===== config.mk =====
export PLATFORM = sky130hd
export DESIGN_NAME = pipe_ctrl
export DESIGN_NICKNAME = d
export VERILOG_FILES = /design/src/rtl/pipe_ctrl.sv
export SDC_FILE = /design/constraint.sdc
export NUM_CORES = 1
export LEC_CHECK = 0
export CAP_MARGIN = 25
export CORE_MARGIN = 2
export CORE_UTILIZATION = 39
export DETAILED_ROUTE_END_ITERATION = 10
export GPL_ROUTABILITY_DRIVEN = 0
export PLACE_DENSITY = 0.86
export SLEW_MARGIN = 10
export SYNTH_ARGS = -nofsm -noshare
export SYNTH_HDL_FRONTEND = slang
export SYNTH_SLANG_ARGS = --single-unit

===== constraint.sdc =====
create_clock -name clk -period 2.5 [get_ports clk]
set_input_delay 0.25 -clock clk [delete_from_list [all_inputs] [get_ports clk]]
set_output_delay 0.25 -clock clk [all_outputs]
set_load 0.02 [all_outputs]

===== src/rtl/pipe_ctrl.sv =====
// Pipeline sequencer: merges stage stall requests, turns EXE redirects into flushes plus a
// registered PC redirect, and marks stale fetch responses. Optional counters: PIPE_PERF_EN.
module pipe_ctrl #(
    parameter int unsigned XLEN            = 64,
    parameter int unsigned MAX_OUTSTANDING = 2,
    parameter int unsigned CNT_W           = 2
) (
    input  logic            clk,
    input  logic            rst,
    input  logic            if_stall_req,
    input  logic            id_stall_req,
    input  logic            ex_stall_req,
    input  logic            mem_stall_req,
    input  logic            ex_redirect_valid,
    input  logic [XLEN-1:0] ex_redirect_pc,
    input  logic            fetch_req_fire,
    input  logic            fetch_rsp_fire,
    output logic [4:0]      stall_ctrl,
    output logic            if_id_flush,
    output logic            id_ex_flush,
    output logic            redirect_valid,
    output logic [XLEN-1:0] redirect_pc,
    output logic            fetch_discard,
    output logic            fetch_req_allow,
    output logic [31:0]     perf_stall_cnt,
    output logic [31:0]     perf_flush_cnt
);

    localparam logic [CNT_W-1:0] MaxOut = CNT_W'(MAX_OUTSTANDING);

    typedef enum logic [0:0] {StRun, StDrain} state_e;

    state_e            state_q, state_d;
    logic [CNT_W-1:0]  out_cnt_q, out_cnt_d;
    logic [CNT_W-1:0]  disc_cnt_q, disc_cnt_d;
    logic              redirect_valid_q;
    logic [XLEN-1:0]   redirect_pc_q;
    logic              accept;

    // A held EXE keeps its redirect asserted, so deferring under a MEM stall loses nothing.
    assign accept = ex_redirect_valid & ~mem_stall_req;

    assign if_id_flush     = accept;
    assign id_ex_flush     = accept;
    assign redirect_valid  = redirect_valid_q;
    assign redirect_pc     = redirect_pc_q;
    assign fetch_req_allow = (out_cnt_q < MaxOut) | fetch_rsp_fire;

    always_comb begin
        stall_ctrl = 5'b00000;
        if (mem_stall_req) begin
            stall_ctrl = 5'b11111;
        end else if (ex_stall_req) begin
            stall_ctrl = 5'b01111;
        end else if (id_stall_req) begin
            stall_ctrl = 5'b00111;
        end else if (if_stall_req || state_q == StDrain) begin
            stall_ctrl = 5'b00011;
        end
    end

    // Illegal events saturate instead of wrapping.
    always_comb begin
        out_cnt_d = out_cnt_q;
        if (fetch_req_fire && !fetch_rsp_fire && out_cnt_q < MaxOut) begin
            out_cnt_d = out_cnt_q + CNT_W'(1);
        end else if (fetch_rsp_fire && !fetch_req_fire && out_cnt_q != '0) begin
            out_cnt_d = out_cnt_q - CNT_W'(1);
        end
    end

    always_comb begin
        state_d       = state_q;
        disc_cnt_d    = disc_cnt_q;
        fetch_discard = 1'b0;
        unique case (state_q)
            StRun: begin
            end
            StDrain: begin
                fetch_discard = (disc_cnt_q != '0);
                if (fetch_rsp_fire && disc_cnt_q != '0) begin
                    disc_cnt_d = disc_cnt_q - CNT_W'(1);
                    if (disc_cnt_q == CNT_W'(1)) begin
                        state_d = StRun;
                    end
                end else if (disc_cnt_q == '0) begin
                    state_d = StRun;
                end
            end
            default: state_d = StRun;
        endcase
        // Every fetch still in flight after this cycle belongs to the old path.
        if (accept) begin
            disc_cnt_d = out_cnt_d;
            state_d    = (out_cnt_d != '0) ? StDrain : StRun;
        end
    end

    always_ff @(posedge clk or negedge rst) begin
        if (!rst) begin
            state_q          <= StRun;
            out_cnt_q        <= '0;
            disc_cnt_q       <= '0;
            redirect_valid_q <= 1'b0;
            redirect_pc_q    <= '0;
        end else begin
            state_q          <= state_d;
            out_cnt_q        <= out_cnt_d;
            disc_cnt_q       <= disc_cnt_d;
            redirect_valid_q <= accept;
            if (accept) begin
                redirect_pc_q <= ex_redirect_pc;
            end
        end
    end

`ifdef PIPE_PERF_EN
    logic [31:0] perf_stall_q, perf_flush_q;

    always_ff @(posedge clk or negedge rst) begin
        if (!rst) begin
            perf_stall_q <= 32'h0;
            perf_flush_q <= 32'h0;
        end else begin
            if (stall_ctrl != 5'b00000) begin
                perf_stall_q <= perf_stall_q + 32'h1;
            end
            if (accept) begin
                perf_flush_q <= perf_flush_q + 32'h1;
            end
        end
    end

    assign perf_stall_cnt = perf_stall_q;
    assign perf_flush_cnt = perf_flush_q;
`else
    assign perf_stall_cnt = 32'h0;
    assign perf_flush_cnt = 32'h0;
`endif

endmodule


==> metrics.log <==
INFO  metric finalSetupViolCount = 0
INFO  metric num_antenna_cells = 0
INFO  metric share_of_the_clock_period_used_by_the_worst_path_after_layout = 92.4%
INFO  metric grt_pass1_wl = 10,600 µm
INFO  metric synth-edff-count = 0
INFO  metric status = finished, final reports clean
INFO  metric setup_repair_after_global_routing_missed_its_margin = false
INFO  metric 1st_pass_router_iterations = 4
INFO  metric dominantRegCellSynth = dfrtp_1
INFO  metric synth.area.top_cells = dfrtp_1, mux2_1, buf_4
INFO  metric multi_input_comb_area = 1160 µm²
INFO  metric register_area = 1750 µm²
INFO  metric vias_per_cell = 4.30
INFO  metric ys_types = 23
INFO  metric first_global_vias = 2,178
INFO  metric reg2reg_slack = 0.86 ns
INFO  metric drv_cap = 0
INFO  metric hpwl = 5260 µm
INFO  metric switching_share = 33.2%
INFO  metric post_synth_inst_count = 243
INFO  metric initial_antenna_violation_count = 0
INFO  metric drt-wirelength-per-cell = 13.4 µm
INFO  metric totalNegativeSetupSlack = 0 ns
INFO  metric share_of_post_route_cells_with_drive_strength_above_1 = 6.03%
INFO  metric slew_headroom = 59.7%
INFO  metric worst_ir_drop_vdd = 0.424 mV
INFO  metric p_int = 2260 µW
INFO  metric grt_max_degree = 41
INFO  metric routed_wirelength = 6730 µm
INFO  metric timing_max_transition_violations_final = 0
INFO  metric gr-usage-all-layers = 15.5%
INFO  metric clock_tree.root_cell = clkbuf_8
INFO  metric htree_levels = 3
INFO  metric dp.cells = 486
INFO  metric clock.fmax = 433 MHz
INFO  metric cts_inserted_buffers = 9
INFO  metric worst_setup_path_start_kind = primary input
INFO  metric worstMarginPinSlew = 0.605 ns
INFO  metric share_comb_of_total_power = 34.2%
INFO  metric synthesis.area = 3230 µm²
INFO  metric clock_path_buffers = 2
INFO  metric detailroute.via_count = 2,163
INFO  metric worstRegToRegCells = 6
INFO  metric timing.critical_path.arrival = 2.06 ns
INFO  metric cpMaxStageDelayCell = clkdlybuf4s50_1
INFO  metric synthesis_stage_register_bit_count = 70
INFO  metric timing_hold_violations_final = 0
INFO  metric min_period = 2.31 ns
INFO  metric design.die.area = 9020 µm²
INFO  metric finish.utilization = 58.2%
INFO  metric yosysSeqAreaShare = 54.3%
INFO  metric cts_tree = built
INFO  metric clk_transition_reported_paths = 0.09 ns
INFO  metric worst_setup_path_end_kind = primary output
INFO  metric cp_max_fo = 4
INFO  metric synth_top_cell_by_area = dfrtp_1
INFO  metric seqPwrFrac = 42.2%
INFO  metric final.hold.worst_slack = 0.448 ns
INFO  metric ys_warn_count = 0
INFO  metric floorplan.initialDensity = 39.7%
INFO  metric per_instance_average_area_after_synthesis = 13.3 µm²
INFO  metric fill_cells = 678
INFO  metric floorplan.core_area = 8130 µm²
INFO  metric post_cts_setup_buffer_count = 0
INFO  metric finish.cell_count_without_fillers = 503
INFO  metric rr_startpoint = out_cnt_q[1]
INFO  metric async_flop_share = 100%
INFO  metric num_rows = 33
INFO  metric drt_first_iter_violations = 58
INFO  metric floorplan.die.height = 95.0 µm
INFO  metric floorplan.io_pins = 211
INFO  metric clock_power_share = 23.6%
INFO  metric clk-insertion-delay-late = 0.32 ns
INFO  metric drt.antenna.violating_nets = 0
INFO  metric post-route-drc-count = 0
INFO  metric grt_overflow_total = 0
INFO  metric timing.setup.critical_path_class = in -> out
INFO  metric worstPathCellList = clkdlybuf4s50_1 > or3_1 > or3_1 > clkdlybuf4s50_1
INFO  metric num-nets-final = 469
INFO  metric crit_required = 2.25 ns
INFO  metric dieWidth = 95.0 µm
INFO  metric flow.area_growth_from_synthesis = 46.6%
INFO  metric net-switching-power = 1120 µW
INFO  metric synth_top_cell_area_share = 54.3%
INFO  metric total_leakage_power = 0.00207 µW
INFO  metric hold_path.class = in -> async
INFO  metric numClockSinks = 70
INFO  metric timing.rr.end = state_q
INFO  metric critical_path.max_stage_delay = 0.55 ns
INFO  metric power_density = 714 nW/µm²
INFO  metric portBuffers = 146
INFO  metric skew = 0.000374 ns
## layout by cell type (no fill, tap or decap), types with 2 or more instances in the layout
cell,netlist,layout
inv_1,5,5
clkinvlp_4,0,2
clkdlybuf4s50_1,0,145
xnor2_1,2,2
inv_6,0,2
nor2_1,3,3
conb_1,1,64
clkbuf_8,0,9
mux2_1,64,64
dfrtp_1,70,70
a21oi_1,5,5
ha_1,3,3
or3_1,2,2
buf_4,67,4
nand2_1,2,2
## repair_timing
item,4_1_cts,5_1_grt
endpoints found under the hold margin,26,0
hold buffers,1,0
gates resized for setup,0,0
## logic make-up after synthesis
family / Yosys count / synth area share, %
AOI/OAI and AO/OA: 8 / 1.59
xor gates and xnor gates: 2 / 0.543
adders and majority gates: 3 / 1.16
buffers and inverters: 81 / 17.5
DFF: 70 / 54.3
muxes: 64 / 22.3
other: 1 / 0.116
and+or+nand+nor: 14 / 2.52
## synthesized netlist by cell type, drive strengths merged, types with 2 or more instances
library cell / n
a21oi: 5
buf: 74
dfrtp: 70
ha: 3
inv: 6
mux2: 64
nand2: 2
nor2: 3
nor2b: 2
or3: 2
xnor2: 2
## registers in the layout (all words and copies together), names as in the netlist
register,cells
state_q,1
redirect_pc,64
redirect_valid,1
disc_cnt_q,2
out_cnt_q,2
## power groups by stage
stage          combinational, µW  clock [µW]  sequential (µW)
2_1_floorplan                484           0             1630
6_report                    1160         798             1430
5_1_grt                     1260         889             1450
4_1_cts                     1170         829             1430
3_5_place_dp                1160           0             1450
3_3_place_gp                1140           0             1440
## critical path, delay by kind of cell
family | cells | cell delay (ns)
buffers and inverters | 2 | 1.06
AND/OR/NAND/NOR | 2 | 0.75
## layer usage
layer  track usage, %  wire [µm]  vias to the layer above
met1             17.1       2460                     1049
met3             6.30        692                        7
met2             26.5       3470                      127
li1                 -          -                      980
met4             6.52         96                        0
met5                0          0                        -
## through the flow
| step | power (µW) | setup slack [ns] | cell area, µm² |
|---|---|---|---|
| after global placement | 2580 | 0.212 | 4550 |
| after CTS | 3430 | 0.170 | 4730 |
| after floorplan | 2120 | 0.868 | 3460 |
| after detailed placement | 2620 | 0.181 | 4550 |
| final | 3380 | 0.190 | 4730 |
| after global routing | 3600 | 0.115 | 4730 |
## cell type report
| type | instances | share of cell area [%] |
|---|---|---|
| multi-input combinational | 155 | 24.4 |
| clock inverter | 6 | 0.978 |
| sequential | 70 | 37.0 |
| clock buffer | 10 | 2.70 |
| inverter | 6 | 0.476 |
| tap | 105 | 2.78 |
| timing repair buffer | 151 | 31.6 |
## worst max-delay path by stage
stage	from	slack [ns]	end	depth (start not counted)
finish	mem_stall_req	0.19	stall_ctrl[0]	4
global route	mem_stall_req	0.12	stall_ctrl[1]	4
CTS	mem_stall_req	0.17	stall_ctrl[0]	4
detailed placement	mem_stall_req	0.18	stall_ctrl[0]	4
global placement	mem_stall_req	0.21	stall_ctrl[0]	4
floorplan	mem_stall_req	0.87	stall_ctrl[1]	3
(Power assumes the default switching activity.)
